`config.mk`:
```
export PLATFORM = sky130hd
export DESIGN_NAME = tile_board_sequencer
export DESIGN_NICKNAME = d
export VERILOG_FILES = /design/src/rtl/tile_board_sequencer.sv
export SDC_FILE = /design/constraint.sdc
export NUM_CORES = 1
export LEC_CHECK = 0
export CAP_MARGIN = 10
export CORE_ASPECT_RATIO = 1.5
export CORE_MARGIN = 4
export CORE_UTILIZATION = 55
export CTS_CLUSTER_SIZE = 20
export DETAILED_ROUTE_END_ITERATION = 8
export PLACE_DENSITY = 0.85
export SYNTH_ARGS = -nofsm -noshare
export SYNTH_HDL_FRONTEND = slang
export SYNTH_SLANG_ARGS = --single-unit
```
`constraint.sdc`:
```
create_clock -name vgaclk -period 4.5 [get_ports vgaclk]
set_input_delay 0.675 -clock vgaclk [delete_from_list [all_inputs] [get_ports vgaclk]]
set_output_delay 0.675 -clock vgaclk [all_outputs]
set_load 0.02 [all_outputs]
```
`src/rtl/tile_board_sequencer.sv`:
```
// Purpose : 4x4 sliding-tile board owner: scrambles on start, applies player moves, flags a solved board.
// Latency : accepted move visible on tile_id/blank_pos 1 cycle after the pulse, won 2 cycles after.
// Backpr. : none; pulses arriving while SCRAMBLE/CHECK/WIN (or IDLE) are dropped, not queued.
//
// Ports:
//   vgaclk                          clock, all state on rising edge
//   reset                           synchronous active-high reset, wins over every input
//   start                           pulse, (re)starts a scramble from IDLE, PLAY or WIN
//   up_deb/down_deb/left_deb/right_deb  one-cycle move pulses for the blank
//   cell_row/cell_col               display read address
//   tile_id                         combinational id stored at {cell_row,cell_col} (15 = blank)
//   blank_pos                       registered cell index of the blank
//   busy / won                      high while scrambling / while the board is solved
//   move_count                      valid player moves since last scramble, saturating at 1023
//
// Build option: define SCRAMBLE_NOUNDO_EN to stop the scrambler from immediately
// undoing its previous valid move.

module tile_board_sequencer #(
   parameter int          SCRAMBLE_MOVES = 64,
   parameter logic [15:0] LFSR_SEED      = 16'hACE1
) (
   input  logic       vgaclk,
   input  logic       reset,
   input  logic       start,
   input  logic       up_deb,
   input  logic       down_deb,
   input  logic       left_deb,
   input  logic       right_deb,
   input  logic [1:0] cell_row,
   input  logic [1:0] cell_col,
   output logic [3:0] tile_id,
   output logic [3:0] blank_pos,
   output logic       busy,
   output logic       won,
   output logic [9:0] move_count
);

   typedef enum logic [2:0] {
      S_IDLE,
      S_SCRAMBLE,
      S_PLAY,
      S_CHECK,
      S_WIN
   } state_t;

   // Solved board: cell n holds id n (nibble n of the packed vector).
   localparam logic [15:0][3:0] IDENT = 64'hFEDC_BA98_7654_3210;

   // Returns {valid, neighbour index} for moving the blank at pos in direction dir
   // (00 up, 01 down, 10 left, 11 right). Index is don't-care when not valid.
   function automatic logic [4:0] neighbour(input logic [3:0] pos, input logic [1:0] dir);
      case (dir)
         2'b00:   return {(pos[3:2] != 2'd0), pos - 4'd4};
         2'b01:   return {(pos[3:2] != 2'd3), pos + 4'd4};
         2'b10:   return {(pos[1:0] != 2'd0), pos - 4'd1};
         default: return {(pos[1:0] != 2'd3), pos + 4'd1};
      endcase
   endfunction

   state_t            state_q, state_d;
   logic [15:0][3:0]  board_q, board_d;
   logic [3:0]        blank_q, blank_d;
   logic [15:0]       lfsr_q, lfsr_d;
   logic [9:0]        scr_cnt_q, scr_cnt_d;
   logic [9:0]        move_cnt_q, move_cnt_d;
`ifdef SCRAMBLE_NOUNDO_EN
   logic [1:0]        last_dir_q, last_dir_d;
   logic              last_vld_q, last_vld_d;
`endif

   logic [3:0]  btn_vec;
   logic        btn_one;
   logic [1:0]  btn_dir;
   logic [4:0]  ply_nb;
   logic [4:0]  scr_nb;
   logic        scr_ok;
   logic [15:0] lfsr_step;
   logic        do_swap;
   logic [3:0]  swap_idx;
   logic        go_scr;

   assign btn_vec = {right_deb, left_deb, down_deb, up_deb};
   assign btn_one = $onehot(btn_vec);

   always_comb begin
      case (btn_vec)
         4'b0001: btn_dir = 2'b00;
         4'b0010: btn_dir = 2'b01;
         4'b0100: btn_dir = 2'b10;
         default: btn_dir = 2'b11;
      endcase
   end

   assign ply_nb = neighbour(blank_q, btn_dir);
   assign scr_nb = neighbour(blank_q, lfsr_q[1:0]);

   // Galois right-shift LFSR, taps 16'hB400.
   assign lfsr_step = {1'b0, lfsr_q[15:1]} ^ ({16{lfsr_q[0]}} & 16'hB400);

`ifdef SCRAMBLE_NOUNDO_EN
   // Flipping bit 0 of the direction code gives the opposite direction.
   assign scr_ok = scr_nb[4] && !(last_vld_q && (lfsr_q[1:0] == (last_dir_q ^ 2'b01)));
`else
   assign scr_ok = scr_nb[4];
`endif

   always_comb begin
      state_d    = state_q;
      board_d    = board_q;
      blank_d    = blank_q;
      lfsr_d     = lfsr_q;
      scr_cnt_d  = scr_cnt_q;
      move_cnt_d = move_cnt_q;
`ifdef SCRAMBLE_NOUNDO_EN
      last_dir_d = last_dir_q;
      last_vld_d = last_vld_q;
`endif
      do_swap    = 1'b0;
      swap_idx   = blank_q;
      go_scr     = 1'b0;

      case (state_q)
         S_IDLE, S_WIN: begin
            if (start) go_scr = 1'b1;
         end
         S_SCRAMBLE: begin
            lfsr_d = lfsr_step;
            // Exit is decided on the registered count, so the last valid swap
            // and the transition to PLAY land in different cycles.
            if (scr_cnt_q == 10'(SCRAMBLE_MOVES)) begin
               state_d = S_PLAY;
            end else if (scr_ok) begin
               do_swap   = 1'b1;
               swap_idx  = scr_nb[3:0];
               scr_cnt_d = scr_cnt_q + 10'd1;
`ifdef SCRAMBLE_NOUNDO_EN
               last_dir_d = lfsr_q[1:0];
               last_vld_d = 1'b1;
`endif
            end
         end
         S_PLAY: begin
            if (start) begin
               go_scr = 1'b1;
            end else if (btn_one && ply_nb[4]) begin
               do_swap  = 1'b1;
               swap_idx = ply_nb[3:0];
               if (move_cnt_q != 10'h3FF) move_cnt_d = move_cnt_q + 10'd1;
               state_d  = S_CHECK;
            end
         end
         S_CHECK: begin
            state_d = (board_q == IDENT) ? S_WIN : S_PLAY;
         end
         default: state_d = S_IDLE;
      endcase

      if (do_swap) begin
         board_d[blank_q]  = board_q[swap_idx];
         board_d[swap_idx] = 4'd15;
         blank_d           = swap_idx;
      end

      if (go_scr) begin
         board_d    = IDENT;
         blank_d    = 4'd15;
         scr_cnt_d  = 10'd0;
         move_cnt_d = 10'd0;
         state_d    = S_SCRAMBLE;
`ifdef SCRAMBLE_NOUNDO_EN
         last_vld_d = 1'b0;
`endif
      end
   end

   always_ff @(posedge vgaclk) begin
      if (reset) begin
         state_q    <= S_IDLE;
         board_q    <= IDENT;
         blank_q    <= 4'd15;
         lfsr_q     <= LFSR_SEED;
         scr_cnt_q  <= 10'd0;
         move_cnt_q <= 10'd0;
`ifdef SCRAMBLE_NOUNDO_EN
         last_dir_q <= 2'b00;
         last_vld_q <= 1'b0;
`endif
      end else begin
         state_q    <= state_d;
         board_q    <= board_d;
         blank_q    <= blank_d;
         lfsr_q     <= lfsr_d;
         scr_cnt_q  <= scr_cnt_d;
         move_cnt_q <= move_cnt_d;
`ifdef SCRAMBLE_NOUNDO_EN
         last_dir_q <= last_dir_d;
         last_vld_q <= last_vld_d;
`endif
      end
   end

   assign tile_id    = board_q[{cell_row, cell_col}];
   assign blank_pos  = blank_q;
   assign busy       = (state_q == S_SCRAMBLE);
   assign won        = (state_q == S_WIN);
   assign move_count = move_cnt_q;

endmodule
```
==> results.tsv <==
stage	metric	value	unit
synth	syn_inst	695	
synth	ys_types	72	
die	row_count	47	
global_routing	grtUsageMet3	6.32	%
finish	multi_input_area	0.00390	mm2
die	die-area	0.0133	mm2
status	status	complete, no violations	
power	pwr_density_cell	294	mW/mm2
finish	regArea	0.00214	mm2
critical_path	cpLargestDelayFamily	simple AND/OR/NAND/NOR gates	
critical_path	crit_chain	clkbuf_2, inv_2, fa_1, inv_1, ha_1, ha_1, or3b_4, and3b_2, nand2_4, o21a_1, or2_4, bufbuf_16, mux4_2, a22o_1, a221oi_4, buf_6, a41oi_1	
critical_path	crit_top_cell	ha_1	
finish	nets	799	
die	start_util	56.9	%
sta	hold-worst-slack	0.457	ns
sta	post-route-period-util	96.3	%
critical_path	critPathMaxFanout	5	
critical_path	crit_path_max_incr_delay	0.53	ns
clock_tree	h-tree-depth	3	
placement	hpwl	15.1	mm
synth	yosysWarnings	0	
min_path	holdCritStartpoint	lfsr_q[15]	
power	peakVddDrop	211	uV
finish	fillers	837	
die	die_h	139	um
synth	ys.flop_type	dfxtp_1	
critical_path	slowest_stage	fa_1	
synth	synth-seq-area-share	33.9	%
min_path	min_path_type	flop to flop	
synth	ys_ff_latch	107	
global_routing	antenna_found_initial	0	
min_path	hold_end	lfsr_q[14]	
detailed_routing	drc	0	
finish	drive_gt1_share	21.7	%
critical_path	critical_path_class	input pin to flop	
clock_tree	tritoncts	built	
critical_path	r2r_end	board_q[8]	
sta	fin_worst_skew	0.00907	ns
critical_path	r2r.worst_path.cells	14	
critical_path	rr_startpoint	blank_pos[0]	
global_routing	grt_use_total	31.8	%
detailed_routing	vias_per_cell	6.77	
synth	syn_nets	724	
detailed_routing	ant_nets	0	
sta	rsz0062_at_grt	no	
placement	place_ws	-0.569	ns
global_routing	grt_pass1_vias	6347	
critical_path	end_kind	flop	
finish	syn_to_final_growth	20.5	%
global_routing	grt_max_degree	30	
finish	finish.instance_area	0.00761	mm2
clock_tree	clk_latency	0.36	ns
sta	timing.setup.tns	0	ns
critical_path	cp-start-kind	input pin	
detailed_routing	dr.first_iter.drc_count	808	
power	power_leakage	0.00292	uW
finish	final_util	68.5	%
sta	finalSetupViolCount	0	
min_path	holdPathStages	2	
sta	maxSlewViolCount	0	
sta	fin_crit	4.33	ns
critical_path	arrival	4.54	ns
global_routing	use_met1	35.2	%
synth	async_flop_share	0	%
global_routing	top_usage_layer	met2	
sta	tightest_slew	0.858	ns
sta	relSlewSlack	42.6	%
die	io_pins	31	
critical_path	cp.required	4.71	ns
clock_tree	cts_inserted_buffers	9	
sta	fmax	231	MHz
clock_tree	cts_sinks	107	
detailed_routing	avgRoutedWirePerCell	22.1	um
placement	placed_area	0.00723	mm2
flow_run	max_cap_violations	0	
synth	synth_edf_count	0	
global_routing	grt_overflow	0	
finish	diodes	0	
clock_tree	ctsHoldBuffers	0	
clock_tree	clk_pin_slew_worst_paths	0.07	ns
die	fp.coreArea	0.0111	mm2
sta	final-hold-violation-count	0	
critical_path	r2r_setup_slack	0.32	ns
synth	avgSynthCellArea	9.09	um2
global_routing	grt_pass1_wl	33.0	mm
sta	fin_ws	0.165	ns
synth	netlist_area	0.00632	mm2
detailed_routing	first_pass_iters	5	
clock_tree	cts.path.max_buffers	2	
critical_path	cp_num_buf_inv	5	
clock_tree	cts.root.buffer_cell	clkbuf_16	
detailed_routing	vias	6239	
placement	io_buffers	30	
placement	place_congestion	0.987	
detailed_routing	wl	20.4	mm
die	die_width	95.5	um
global_routing	use_met2	52.0	%
## through the flow
step	total power [uW]	cells
floorplan	1240	695
global placement	1410	903
detailed placement	1420	903
CTS	2220	922
global route	2300	922
finish	2240	922
## area by class of cell
| class | count | area share (%) |
|---|---|---|
| repair buffers | 114 | 13.3 |
| clock inverters | 5 | 0.707 |
| flip-flops and latches | 107 | 28.1 |
| multi-input cells | 521 | 51.3 |
| clock buffers | 11 | 3.32 |
| well taps | 147 | 2.42 |
| inverters | 17 | 0.838 |
## sequential cells by signal, indices dropped and copies added, names as in the netlist
name and cells:
blank_pos 4, state_q 3, board_q 64, move_count 10, lfsr_q 16, scr_cnt_q 10
## kinds of logic after synthesis
logic type                 after synthesis  synth area share, %
muxes                                   35                 12.1
and+or+nand+nor                        247                 20.7
AOI/OAI and AO/OA                      198                 21.6
adders and majority gates               18                 3.68
xor gates and xnor gates                23                 3.19
DFF                                    107                 33.9
buffers and inverters                   67                 4.85
## layer usage
layer,part of all wire (%),wire length (um)
met1,35,7060
met4,9.0,1840
met3,7.8,1580
met5,0,0
met2,49,9900
## cell usage after synthesis, types with 4 or more instances
cell type	count	area, um2
nand4b_1	4	35.0
a21oi_2	6	52.6
a21oi_1	59	295
clkbuf_1	31	116
a31oi_1	14	87.6
nand3_1	30	150
o31ai_1	5	37.5
nand4_1	17	106
nor3_1	22	110
nor4_1	6	37.5
a22oi_1	4	30.0
a211oi_1	16	120
nand2b_1	4	25.0
xnor2_1	11	96.3
and3_1	15	93.8
a22o_1	5	43.8
buf_6	5	56.3
nor2_1	44	165
dfxtp_1	107	2140
or3_1	4	25.0
nor3b_1	4	30.0
a21o_1	4	30.0
buf_2	8	40.0
a2bb2oi_1	15	131
mux4_2	33	743
ha_1	17	213
nor4b_1	7	61.3
xor2_1	12	105
nand2_1	58	218
nor2b_1	6	37.5
o21ai_0	34	170
o211ai_1	5	37.5
and2_1	11	68.8
inv_1	17	63.8
buf_1	4	15.0
## power breakdown
part	total [uW]	leakage, uW	switching, uW	internal, uW
sequential	974	0.000867	14.0	960
combinational	455	0.00190	256	199
clock	807	0.000151	387	420
## worst min-delay path, stage by stage (launching register included)
cell	delay [ns]
dfxtp_1	0.31
nand2_1	0.05
a21oi_1	0.05
## placed cells by master (no fill, tap or decap), types with 5 or more instances in the layout
| cell | netlist | routed |
|---|---|---|
| mux4_2 | 33 | 33 |
| o31ai_1 | 5 | 5 |
| nor2b_1 | 6 | 6 |
| a2bb2oi_1 | 15 | 15 |
| and2_1 | 11 | 11 |
| o211ai_1 | 5 | 5 |
| o21ai_0 | 34 | 33 |
| clkdlybuf4s50_1 | 0 | 27 |
| inv_1 | 17 | 14 |
| xnor2_1 | 11 | 11 |
| buf_4 | 2 | 72 |
| nor3_1 | 22 | 22 |
| nor4b_1 | 7 | 7 |
| a211oi_1 | 16 | 16 |
| a31oi_1 | 14 | 13 |
| nor4_1 | 6 | 6 |
| clkbuf_16 | 0 | 9 |
| a21oi_1 | 59 | 59 |
| nand4_1 | 17 | 17 |
| and3_1 | 15 | 14 |
| a22o_1 | 5 | 5 |
| xor2_1 | 12 | 12 |
| buf_6 | 5 | 6 |
| nand2_1 | 58 | 58 |
| dfxtp_1 | 107 | 107 |
| ha_1 | 17 | 17 |
| nor2_1 | 44 | 44 |
| nand3_1 | 30 | 29 |
| a21oi_2 | 6 | 6 |
## worst max-delay path by stage
| stage | from | end | depth (start not counted) |
|---|---|---|---|
| 2_1_floorplan | up_deb | board_q[35] | 18 |
| 3_3_place_gp | up_deb | board_q[51] | 17 |
| 3_5_place_dp | up_deb | board_q[50] | 18 |
| 4_1_cts | up_deb | board_q[53] | 17 |
| 5_1_grt | up_deb | board_q[53] | 17 |
| 6_report | up_deb | board_q[53] | 17 |
## what timing repair did
item                                   CTS  global route
pin swaps                                5             3
endpoints found under the hold margin    0             0
gates cloned                             2             0
setup buffers                            1             0
setup endpoints to repair               64            23
gates resized for setup                 15            11
No activity file was read; power rests on OpenSTA's default activity.
